### src/rtl/inv_mix_column_if.sv
// Handshake and state bus for the inv_mix_column block.
// With INV_MIX_COLUMN_FWD_EN defined the bus also carries the inverse mode select.
interface inv_mix_column_if;
   logic       start;
   logic [7:0] state_array_in  [0:15];
   logic [7:0] state_array_out [0:15];
   logic       busy;
   logic       done;
`ifdef INV_MIX_COLUMN_FWD_EN
   logic       inverse;

   modport master (
      output start, state_array_in, inverse,
      input  state_array_out, busy, done
   );

   modport slave (
      input  start, state_array_in, inverse,
      output state_array_out, busy, done
   );
`else
   modport master (
      output start, state_array_in,
      input  state_array_out, busy, done
   );

   modport slave (
      input  start, state_array_in,
      output state_array_out, busy, done
   );
`endif
endinterface

### src/rtl/inv_mix_column.sv
// AES InvMixColumns over a captured 16-byte state, one column per clock.
// Optional INV_MIX_COLUMN_FWD_EN adds forward MixColumns selected by bus.inverse.
module inv_mix_column (
   input logic             clk,
   input logic             rst,
   inv_mix_column_if.slave bus
);

   typedef enum logic [1:0] {IDLE, CALC, DONE} state_t;

   state_t     state;
   logic [1:0] col;
   logic       busy_q;
   logic       done_q;
   logic [7:0] buf_q   [0:15];
   logic [7:0] out_q   [0:15];
   logic [7:0] col_res [0:3];
   logic       mode_inv;

   function automatic logic [7:0] xtime(input logic [7:0] a);
      return {a[6:0], 1'b0} ^ (a[7] ? 8'h1b : 8'h00);
   endfunction

   // Coefficients are at most 4 bits, so a product is the XOR of a*{1,2,4,8}.
   function automatic logic [7:0] gf_mul(input logic [7:0] a, input logic [3:0] k);
      logic [7:0] x2, x4, x8;
      x2 = xtime(a);
      x4 = xtime(x2);
      x8 = xtime(x4);
      return (k[0] ? a  : 8'h00) ^ (k[1] ? x2 : 8'h00) ^
             (k[2] ? x4 : 8'h00) ^ (k[3] ? x8 : 8'h00);
   endfunction

   // Circulant row entry for offset d = (input byte - output byte) mod 4.
   function automatic logic [3:0] coef(input logic [1:0] d, input logic inv);
      logic [3:0] c;
      if (inv) begin
         case (d)
            2'd0:    c = 4'he;
            2'd1:    c = 4'hb;
            2'd2:    c = 4'hd;
            default: c = 4'h9;
         endcase
      end else begin
         case (d)
            2'd0:    c = 4'h2;
            2'd1:    c = 4'h3;
            default: c = 4'h1;
         endcase
      end
      return c;
   endfunction

`ifdef INV_MIX_COLUMN_FWD_EN
   logic inv_q;
   assign mode_inv = inv_q;
`else
   assign mode_inv = 1'b1;
`endif

   always_comb begin
      for (int i = 0; i < 4; i++) begin
         col_res[i] = 8'h00;
         for (int j = 0; j < 4; j++) begin
            col_res[i] = col_res[i] ^
                         gf_mul(buf_q[{col, 2'(j)}], coef(2'(j - i), mode_inv));
         end
      end
   end

   always_ff @(posedge clk or posedge rst) begin
      if (rst) begin
         state  <= IDLE;
         col    <= 2'd0;
         busy_q <= 1'b0;
         done_q <= 1'b0;
         for (int k = 0; k < 16; k++) begin
            buf_q[k] <= 8'h00;
            out_q[k] <= 8'h00;
         end
`ifdef INV_MIX_COLUMN_FWD_EN
         inv_q  <= 1'b1;
`endif
      end else begin
         done_q <= 1'b0;
         case (state)
            IDLE: begin
               if (bus.start) begin
                  buf_q  <= bus.state_array_in;
                  col    <= 2'd0;
                  busy_q <= 1'b1;
                  state  <= CALC;
`ifdef INV_MIX_COLUMN_FWD_EN
                  inv_q  <= bus.inverse;
`endif
               end
            end
            CALC: begin
               for (int k = 0; k < 4; k++) begin
                  out_q[{col, 2'(k)}] <= col_res[k];
               end
               col <= col + 2'd1;
               if (col == 2'd3) begin
                  state  <= DONE;
                  done_q <= 1'b1;
               end
            end
            DONE: begin
               busy_q <= 1'b0;
               state  <= IDLE;
            end
            default: state <= IDLE;
         endcase
      end
   end

   assign bus.state_array_out = out_q;
   assign bus.busy            = busy_q;
   assign bus.done            = done_q;

endmodule

### src/flat_wrapper.sv
// flat-port wrapper written by rule: the top's interface ports become plain ports
module inv_mix_column_flat 
  (clk, rst, bus_start, bus_state_array_in, bus_state_array_out, bus_busy, bus_done);
  inv_mix_column_if bus_i ();
  input logic clk;
  input logic rst;
  input wire logic [$bits(bus_i.start)-1:0] bus_start;
  input wire logic [$bits(bus_i.state_array_in)-1:0] bus_state_array_in;
  output wire logic [$bits(bus_i.state_array_out)-1:0] bus_state_array_out;
  output wire logic [$bits(bus_i.busy)-1:0] bus_busy;
  output wire logic [$bits(bus_i.done)-1:0] bus_done;
  assign bus_i.start = bus_start;
  assign bus_i.state_array_in = {>>{bus_state_array_in}};
  assign bus_state_array_out = {>>{bus_i.state_array_out}};
  assign bus_busy = bus_i.busy;
  assign bus_done = bus_i.done;
  inv_mix_column u_core (.clk(clk), .rst(rst), .bus(bus_i));
endmodule
### config.mk
export PLATFORM = sky130hd
export DESIGN_NAME = inv_mix_column_flat
export DESIGN_NICKNAME = d
export VERILOG_FILES = /design/src/rtl/inv_mix_column_if.sv /design/src/rtl/inv_mix_column.sv /design/src/flat_wrapper.sv
export SDC_FILE = /design/constraint.sdc
export NUM_CORES = 1
export LEC_CHECK = 0
export ABC_AREA = 0
export CAP_MARGIN = 20
export CORE_UTILIZATION = 50
export CTS_CLUSTER_DIAMETER = 120
export CTS_CLUSTER_SIZE = 16
export DETAILED_ROUTE_END_ITERATION = 12
export PLACE_DENSITY_LB_ADDON = 0.1
export SYNTH_ARGS = -nofsm -noshare
export SYNTH_HDL_FRONTEND = slang
export SYNTH_SLANG_ARGS = --single-unit
### constraint.sdc
create_clock -name clk -period 10.72 [get_ports clk]
set_clock_uncertainty 0.2 [all_clocks]
set_input_delay 1.608 -clock clk [delete_from_list [all_inputs] [get_ports clk]]
set_output_delay 1.608 -clock clk [all_outputs]
set_load 0.02 [all_outputs]
==> results of run 1 <==
[cells by family after synthesis]
kind of cell,count (synthesis)
adders and majority gates,4
and+or+nand+nor,139
xor gates and xnor gates,188
muxes,160
AOI/OAI and AO/OA,133
buffers and inverters,67
DFF,262
[synth_stat cells (3+ instances only)]
master,number
mux4_2,32
o21ai_1,30
ha_1,4
a21oi_1,3
xnor2_2,10
dfrtp_1,262
inv_1,6
xor2_1,29
xor2_2,6
mux2_2,128
xnor2_4,4
buf_2,16
nor2_1,5
xnor2_1,113
clkbuf_1,38
xnor3_2,6
xnor3_1,19
buf_6,4
o21ai_0,98
nand2_1,133
[sequential cells by signal, indices dropped and copies added, names as in the netlist]
| signal | cells |
|---|---|
| u_core.buf_q | 128 |
| u_core.bus.busy | 1 |
| u_core.bus.done | 1 |
| u_core.bus.state_array_out | 128 |
| u_core.col | 2 |
| u_core.state | 2 |
[worst max-delay path: stages (launching register included)]
cell     delay, ps
dfrtp_2        340
buf_4          560
mux4_2         790
xnor2_4        380
xnor3_1        540
xnor3_1        410
xor2_1         370
o21ai_0        170
[through the flow]
stage / utilization [%] / cells / cell area [µm²] / setup slack, ps / hold WS (ps)
global route: 65.28 / 1510 / 15920 / 6536 / 297.3
global placement: 62.62 / 1482 / 15270 / 5838 / 260.7
floorplan: - / 953 / 12490 / 1700 / 256.5
detailed placement: 62.62 / 1482 / 15270 / 5839 / 270.0
CTS: 64.84 / 1505 / 15820 / 6371 / 284.8
finish: 65.28 / 1510 / 15920 / 6793 / 276.0
[metal layers]
metal | vias to the layer above | wire, µm | share of wire [%]
met5 | - | 0 | 0
met4 | 0 | 702 | 2.5
met3 | 33 | 1500 | 5.2
met2 | 229 | 13450 | 47
met1 | 3854 | 12960 | 45
li1 | 3682 | - | -
[final cells by class]
class	instances	area share, %
flip-flops and latches	262	41.18
multi-input cells	624	35.38
repair buffers	271	17.30
clock buffers	22	3.324
well taps	324	2.546
inverters	6	0.1886
clock inverters	1	0.07072
[cell usage in the layout (no fill, tap or decap), drive strengths merged]
master	count
xnor2	127
a21oi	3
mux2	128
buf	11
xnor3	25
mux4	32
nand2	133
o21ai	128
ha	4
inv	7
clkdlybuf4s50	260
xor2	35
dfrtp	262
clkbuf	22
a22o	1
nor2	5
nand2b	1
xor3	1
o21bai	1
[final timing paths]
check | start | endpoint | slack, ps | cells after the start
max | u_core.col[0] | u_core.bus.state_array_out[67] | 6790 | 7
min | u_core.bus.state_array_out[40] | u_core.bus.state_array_out[40] | 280 | 2
max reg2reg | u_core.col[0] | u_core.bus.state_array_out[67] | 6790 | 7
min reg2reg | u_core.bus.state_array_out[40] | u_core.bus.state_array_out[40] | 280 | 2
max in group asynchronous | rst | u_core.buf_q[101] | 7360 | 3
min in group asynchronous | rst | u_core.bus.busy | 1460 | 2
==> impl_metrics.ini, run 1 <==
[status]
status = complete, no violations

[synthesis]
yosys.area_share.simple_pct = 4.196
muxShareOfSynthArea_pct = 17.30
yosysTopAreaCell = dfrtp_1
synthAdderAreaFrac_pct = 0.4006
synthFlopType = dfrtp_1
synth_top_area_share_pct = 52.47
synth_compound_area_share_pct = 5.378
netlist_instances = 953
ys_ff_latch = 262
synth_edf_count = 0
yosys-top-cells-area = dfrtp_1 52%, mux2_2 12%, xnor2_1 7.9%
netlist_area_mm2 = 0.01249
ys_warn_count = 0
synth_xor_area_share_pct = 17.67
synth.distinct_cells = 27
async_flop_share_pct = 100.0
syn_nets = 1088
synth_top_family_by_area = XOR/XNOR gates
synth_area_per_cell_um2 = 13.11
yosysSeqAreaShare_pct = 52.47

[sta]
fmax_ghz = 0.2547
grt_setup_unrepaired = false
slew_viol_final = 0
hold_violations = 0
finalSetupViolCount = 0
fin_crit_sh_pct = 36.63
min_period_ps = 3927
worst_pin_slew_ps = 962.6
slew_headroom_pct = 35.82
tns_ps = 0

[critical_path]
end_kind = flip-flop
cp-start-kind = flip-flop
worst_ep_arrival_time_ps = 4090
crit_required_ps = 10890
worstSetupPathType = flip-flop to flip-flop
crit_fanout = 36

[hold_path]
hold_path_class = flip-flop to flip-flop

[die]
core_mm2 = 0.02439
die_y_um = 160.1
die_w_um = 160.1
start_util_pct = 51.23
fp-row-count = 57
die_area_mm2 = 0.02563
io-pin-count = 261

[place]
place.gp.congestion = 0.8513
io_buffers = 260
dp_hpwl_um = 20680

[finish]
antenna-diode-count = 0
syn_to_final_growth_pct = 27.44
fin_nets = 1320
seq_area_mm2 = 0.006558
fill_cells = 1962
drive_gt1_share_pct = 19.06
multiInputGateArea_mm2 = 0.005634

[global_route]
antenna_found_initial = 0
use_met2_pct = 37.02
grt_usage_pct = 23.11
grt_max_degree = 117
grt_pass1_vias = 7872
gr-max-usage-layer = met2
use_met3_pct = 3.766
met1_usage_pct = 32.78
grt_pass1_wl_um = 45480
grt_overflow = 0

[detailed_routing]
drtIter0Drc = 388
vias = 7798
drt-total-wl_um = 28610
detail_route.wl_per_cell_um = 18.95
first_pass_iters = 4
drtAntennaViolNets = 0
drc_errors = 0
viasPerCell = 5.164

[clocking]
clock_latency_ps = 500
ctsLongestPathBuffers = 3
post_cts_resized = 0
ctsHtreeMaxLevel = 1
postCtsSetupBuffers = 0
cts_made_buffers = 20
path_clk_slew_ps = 70
cts_hold_buf = 0
cts_tree = done
clock_sinks = 262
ctsRootBufferMaster = clkbuf_16

[job]
drv_cap = 0
Power of run 1 is left out: the tool's default activity adds up to more than one toggle a clock period on the data nets, which glitch-free logic cannot reach.
==> run 2, diff against run 1 <==
--- a/config.mk
+++ b/config.mk
@@ -7,7 +7,7 @@
 export LEC_CHECK = 0
 export ABC_AREA = 0
 export CAP_MARGIN = 20
-export CORE_UTILIZATION = 50
+export CORE_UTILIZATION = 47
 export CTS_CLUSTER_DIAMETER = 120
 export CTS_CLUSTER_SIZE = 16
 export DETAILED_ROUTE_END_ITERATION = 12
==> constraint.sdc (replaced) <==
create_clock -name clk -period 3.45 [get_ports clk]
set_clock_uncertainty 0.2 [all_clocks]
set_input_delay 0.5175 -clock clk [delete_from_list [all_inputs] [get_ports clk]]
set_output_delay 0.5175 -clock clk [all_outputs]
set_load 0.02 [all_outputs]
==> impl_metrics.ini, run 2 (synthesis results as in run 1) <==
[status]
status = complete, no violations

[critical_path]
startpoint = u_core.col[0]
cp-start-kind = flip-flop
end_kind = flip-flop
r2r_cells = 7
crit_path_end = u_core.bus.state_array_out[20]
r2r-end = u_core.bus.state_array_out[20]
worstSetupPathType = flip-flop to flip-flop
worst_ep_arrival_time_ps = 3540
r2r-start = u_core.col[0]
crit_required_ps = 3680
crit_fanout = 19
r2r_slack_ps = 140

[global_route]
grt_overflow = 0
grt_pass1_wl_um = 47000
antenna_found_initial = 1
grt_usage_pct = 23.03
grt_max_degree = 101
grt_pass1_vias = 7985

[die]
io-pin-count = 261
core_mm2 = 0.02606
die_w_um = 165.0
start_util_pct = 47.95
die_area_mm2 = 0.02724
die_y_um = 165.0
fp-row-count = 59

[finish]
drive_gt1_share_pct = 21.70
antenna-diode-count = 0
fin_nets = 1355
syn_to_final_growth_pct = 30.25
layout_common_cells = 260 x clkdlybuf4s50_1, 260 x dfrtp_1, 129 x nand2_1
final_cells = 1556

[place]
dp_cells = 1533
io_buffers = 260
pre_cts_slack_ps = 66.83
dp_hpwl_um = 23090
place.gp.congestion = 0.9004

[clocking]
ctsHtreeMaxLevel = 1
cts_tree = done
clock_latency_ps = 510
ctsLongestPathBuffers = 3
cts_hold_buf = 0
ctsRootBufferMaster = clkbuf_16
path_clk_slew_ps = 70
cts_made_buffers = 20
clock_sinks = 262

[detailed_routing]
drt-total-wl_um = 30490
first_pass_iters = 4
viasPerCell = 5.132
wl_met1_um = 14040
drtIter0Drc = 418
vias = 7986
drtAntennaViolNets = 0
met2_wirelength_um = 14080
routed.top_layer = met5
dr_wl_met3_um = 1907
detail_route.wl_per_cell_um = 19.59
drc_errors = 0

[sta]
slew_viol_final = 0
fin_crit_sh_pct = 95.95
worst_pin_slew_ps = 710.9
fin_ws_ps = 139.7
hold_violations = 0
fmax_ghz = 0.3021
tns_ps = 0
slew_headroom_pct = 52.27
finalSetupViolCount = 0
grt_setup_unrepaired = false
min_period_ps = 3310
whs_ps = 258.4

[job]
drv_cap = 0

[hold_path]
hold_path_class = primary input to async pin
[run 2: changes by cell type in the layout (fill, tap and decap cells not counted), sizes merged]
cell      change
buf          +35
clkinvlp      +1
inv           -1
[run 2: what timing repair did]
action	in CTS	in global routing
gates resized for setup	0	3
endpoints found under the setup margin	0	9
endpoints found under the hold margin	0	0
buffers inserted	0	0
[run 2: area by class of cell]
cell class,count,area (µm²)
Fill cell,2109,9784
Multi-Input combinational cell,624,5657
Timing Repair Buffer,306,3073
Inverter,6,26.28
Clock inverter,1,11.26
Clock buffer,22,529.3
Sequential cell,262,6559
Tap cell,335,419.2
[run 2: how the worst min path moves through the flow]
stage,start,endpoint,cells past startpoint
after floorplan,u_core.state[1],u_core.state[0],1
after global placement,u_core.bus.state_array_out[24],u_core.bus.state_array_out[24],2
after detailed placement,u_core.bus.state_array_out[80],u_core.bus.state_array_out[80],2
after CTS,rst,u_core.bus.state_array_out[35],3
after global routing,rst,u_core.bus.state_array_out[54],3
final,rst,u_core.bus.state_array_out[116],3
[run 2: stage by stage]
step / instance area, µm² / util, %
after detailed placement: 15710 / 60.29
after global routing: 16270 / 62.45
after global placement: 15710 / 60.29
after CTS: 16250 / 62.37
final: 16270 / 62.45
after floorplan: 12500 / -
[run 2: per-layer routing]
layer	up-vias	global-route usage, %
met5	-	0
met4	2	5.338
met3	34	3.566
met2	252	35.72
met1	3950	34.06
li1	3748	-
[run 2: critical path, cell delays in order (launching register included)]
cell	delay (ps)
dfrtp_2	420
buf_12	210
mux4_2	680
xnor3_1	500
xor3_1	310
xnor2_2	240
xnor3_1	480
o21ai_1	180
Power of run 2 is left out for the same reason.
==> run 3, diff against run 2 <==
--- a/config.mk
+++ b/config.mk
@@ -12,6 +12,7 @@
 export CTS_CLUSTER_SIZE = 16
 export DETAILED_ROUTE_END_ITERATION = 12
 export PLACE_DENSITY_LB_ADDON = 0.1
+export SLEW_MARGIN = 20
 export SYNTH_ARGS = -nofsm -noshare
 export SYNTH_HDL_FRONTEND = slang
 export SYNTH_SLANG_ARGS = --single-unit
==> results of run 3 <==
Same layout as run 2: the final DEF is identical, and so are final timing and power.
Power of run 3 is left out for the same reason.
